===== src/rtl/master_slave_jk_bank.sv =====
// rtl/master_slave_jk_bank.sv - bank of independent master-slave JK/T/D bit-slices
// Master captures on enabled edges; slave copies the master one edge later.
module master_slave_jk_bank #(
  parameter int               WIDTH   = 8,
  parameter logic [WIDTH-1:0] RST_VAL = {WIDTH{1'b0}}
) (
  input  logic             clk,
  input  logic             rst,
  input  logic             en,
  input  logic             clr,
  input  logic [1:0]       mode,
  input  logic [WIDTH-1:0] j,
  input  logic [WIDTH-1:0] k,
  output logic [WIDTH-1:0] q_m,
  output logic [WIDTH-1:0] q_s,
  output logic [WIDTH-1:0] q_s_bar,
  output logic             vld,
  output logic             chg
);

  localparam logic [1:0] MODE_JK   = 2'b00;
  localparam logic [1:0] MODE_T    = 2'b01;
  localparam logic [1:0] MODE_D    = 2'b10;
  localparam logic [1:0] MODE_HOLD = 2'b11;

  logic [WIDTH-1:0] q_m_q, q_m_d;
  logic [WIDTH-1:0] q_s_q, q_s_d;
  logic             pend_q, pend_d;
  logic             vld_q, vld_d;
  logic             chg_q, chg_d;
  logic [WIDTH-1:0] m_next;
  logic             upd;

  always_comb begin
    m_next = q_m_q;
    case (mode)
      MODE_JK:   m_next = (j & ~q_m_q) | (~k & q_m_q);
      MODE_T:    m_next = q_m_q ^ j;
      MODE_D:    m_next = j;
      MODE_HOLD: m_next = q_m_q;
      default:   m_next = q_m_q;
    endcase
  end

  assign upd = en && (mode != MODE_HOLD);

  // Slave always takes the pre-edge master, so an update and a transfer can share one edge.
  always_comb begin
    q_m_d  = upd ? m_next : q_m_q;
    q_s_d  = pend_q ? q_m_q : q_s_q;
    pend_d = upd;
    vld_d  = pend_q;
    chg_d  = pend_q && (q_m_q != q_s_q);
  end

  always_ff @(posedge clk) begin
    if (!rst || clr) begin
      q_m_q  <= RST_VAL;
      q_s_q  <= RST_VAL;
      pend_q <= 1'b0;
      vld_q  <= 1'b0;
      chg_q  <= 1'b0;
    end else begin
      q_m_q  <= q_m_d;
      q_s_q  <= q_s_d;
      pend_q <= pend_d;
      vld_q  <= vld_d;
      chg_q  <= chg_d;
    end
  end

  assign q_m     = q_m_q;
  assign q_s     = q_s_q;
  assign q_s_bar = ~q_s_q;
  assign vld     = vld_q;
  assign chg     = chg_q;

endmodule


===== config.mk =====
export PLATFORM = sky130hd
export DESIGN_NAME = master_slave_jk_bank
export DESIGN_NICKNAME = d
export VERILOG_FILES = /design/src/rtl/master_slave_jk_bank.sv
export SDC_FILE = /design/constraint.sdc
export NUM_CORES = 1
export LEC_CHECK = 0
export ABC_AREA = 1
export CELL_PAD_IN_SITES_DETAIL_PLACEMENT = 0
export CELL_PAD_IN_SITES_GLOBAL_PLACEMENT = 1
export CORE_MARGIN = 1.5
export CORE_UTILIZATION = 25
export CTS_CLUSTER_DIAMETER = 40
export DETAILED_ROUTE_END_ITERATION = 16
export PLACE_DENSITY_LB_ADDON = 0.1
export SYNTH_ARGS = -nofsm -noshare
export SYNTH_HDL_FRONTEND = slang
export SYNTH_SLANG_ARGS = --single-unit

===== constraint.sdc =====
create_clock -name clk -period 3.6 [get_ports clk]
set_input_delay 1.08 -clock clk [delete_from_list [all_inputs] [get_ports clk]]
set_output_delay 1.08 -clock clk [all_outputs]
set_load 0.02 [all_outputs]

==> impl_results.md <==
- Status: finished clean
- Final net count: 279
- DRT iter0 DRCs: 50
- Min-Delay Endpoint: q_m[4]
- Syn Area/Cell: 5.87 µm²
- LEAKAGE: 0.775 nW
- RSZ-0062 raised after global routing: no
- Register area: 380 µm²
- Post-CTS setup buffers: 0
- Crit path time final: 2.50 ns
- H-Tree Depth: 1
- XOR/XNOR Fraction of Synth Area: 0%
- Buffers & Inverters on Critical Path: 2
- Final instance area: 1760 µm²
- Synth unique cells: 15
- Final Wtd Congestion: 0.719
- FMAX: 399 MHz
- Die width: 72.6 µm
- Number of cell rows: 25
- CTS buffer count: 3
- Final Max Slew Viols: 0
- Mux contribution to synthesized area: 0%
- Synth Area in Adders: 3.10%
- Drt drc: 0
- Synth Area in Compound Gates: 17.2%
- Number of global-route vias before repair: 1162
- Reg2reg end: chg
- Total Wirelength: 3440 µm
- Reg2Reg Setup Slack: 2.43 ns
- Area growth from synthesis to layout: 45.5%
- Fill cell count: 554
- CTS root buffer: clkbuf_8
- Port-buffer cells: 47
- CTS tree: done
- Most frequent cells in the layout: nand2_1 (72), clkdlybuf4s50_1 (47), inv_1 (38)
- CP endpoint kind: flop
- R2R Path Start: pend_q
- Max stage delay on crit path: 0.63 ns
- DR vias/cell: 4.21
- Type of the worst min-delay path: reg -> reg
- Critical Path RT: 3.75 ns
- Worst clock skew: 0.00597 ns
- Pwr Density: 280 nW/µm²
- Post-CTS resize count: 0
- Die area: 5270 µm²
- First-pass GRT wire length: 5540 µm
- Final antenna-violating net count: 0
- Post-DP Area: 1710 µm²
- Post-route setup TNS: 0 ns
- Clk sinks: 19
- Setup Crit Path Kind: in -> reg
- Layout cells sized above 1: 5.14%
- Reg clk slew, reported paths: 0.09 ns
- Final setup fails: 0
- N_diodes: 0
- Worst hold start: q_m[4]
- DRT Pass-1 Iters: 4
- Synthesized area: 1210 µm²
- CP max FO: 16
- Worst path arrival time: 2.65 ns
- Worst Reg2Reg Path Length in Cells: 4
- Critical-path top delay cell: ha_1
- Worst hold margin: 0.537 ns
- Initial antenna violation count: 0
- Initial Util: 25.8%
- Area of the multi-input gates: 643 µm²
- CP delay by family, top: adder cells
- Maxcap violations: 0
- Clk buf depth: 2
- Pin count of the biggest net entering global routing: 18
- Die height: 72.6 µm
- Startpoint types: input pin
- FF+latch count, synth: 19
- Hold-fix buffers, CTS: 0
- WL per Instance: 11.2 µm
- Largest family of logic cells by synthesized area: simple AND/OR/NAND/NOR gates
- Hold Vio Cnt, Final: 0
- Vias: 1292
- HPWL Detailed: 2520 µm
- Slew headroom: 58.5%
- GRT Overall Usage: 13.6%
- Crit-path cells: clkdlybuf4s50_1 > inv_1 > ha_1 > nand2_1 > nor2_1 > nor2_1 > nand2_1 > a21oi_1
- VDD IR max: 0.000121 V
- Hold Path Stages: 2
- Clk_lat worst skew: 0.26 ns
- Worst-margin pin slew: 0.622 ns
- Global route overflow: 0
- Synth warn: 0
- I/O Pins: 48
- Seq/Total Area, Yosys: 31.4%
- Most common cell after layout, fill and taps aside: nand2_1
- Net Count, Synth: 231
- Core footprint: 4690 µm²
- Mapped Cells: 206
- Synth Area in Simple Gates: 32.9%
- Final period util: 69.5%
[worst max path at each step]
stage / from / endpoint / depth (start not counted)
CTS: mode[0] / q_m[5] / 8
global route: mode[0] / q_m[6] / 8
floorplan: mode[0] / q_m[0] / 9
finish: mode[0] / q_m[5] / 8
global placement: mode[0] / q_m[4] / 8
detailed placement: mode[0] / q_m[5] / 8
[cell usage after synthesis]
cell type,number,share of area [%]
a21oi_1,22,9.1
a21oi_2,2,1.4
buf_2,2,0.83
buf_6,1,0.93
buf_8,1,1.2
dfxtp_1,19,31
ha_1,3,3.1
inv_1,38,12
inv_2,2,0.62
nand2_1,72,22
nand2_2,2,1.0
nor2_1,23,7.1
nor2_2,1,0.52
nor2_4,2,1.9
o21ai_0,16,6.6
[worst register-to-register path, delay by kind of cell, from the launching register on]
kind / cells / cell delay (ns)
DFF: 1 / 0.73
buffers and inverters: 2 / 0.16
and+or+nand+nor: 2 / 0.23
[sequential cells by signal, indices dropped and copies added (netlist names)]
signal / cells
pend_q: 1
q_m: 8
chg: 1
vld: 1
q_s: 8
[cell type report]
type	count	area share (%)
Multi-Input combinational cell	143	36.5
Timing Repair Buffer	47	26.7
Sequential cell	19	21.6
Inverter	40	8.53
Tap cell	54	3.84
Clock buffer	3	2.35
Clock inverter	1	0.426
[where the power goes]
group,switching (W),leakage [nW],total [W],internal (W)
clock network,0.0000822,0.0217,0.000160,0.0000781
registers,0.00000718,0.154,0.000222,0.000215
logic,0.0000586,0.600,0.000110,0.0000514
[logic make-up after synthesis]
logic type,after synthesis
AOI/OAI and AO/OA,40
adders and majority gates,3
buffers and inverters,44
DFF,19
and+or+nand+nor,100
[per-stage QoR]
stage / cells / power (W) / setup slack, ns / utilization [%]
CTS: 307 / 0.000505 / 1.06 / 37.5
floorplan: 206 / 0.000291 / 1.57 / -
global placement: 303 / 0.000339 / 0.800 / 36.5
finish: 307 / 0.000492 / 1.10 / 37.5
global route: 307 / 0.000527 / 0.910 / 37.5
detailed placement: 303 / 0.000339 / 0.785 / 36.5
[routing by layer]
| metal | share of wire [%] | global-route usage [%] |
|---|---|---|
| met3 | 5.7 | 1.94 |
| met4 | 0.73 | 4.40 |
| met2 | 43 | 21.7 |
| met5 | 0 | 0 |
| met1 | 50 | 18.9 |
Note: power is estimated with default switching activity, not from simulation.
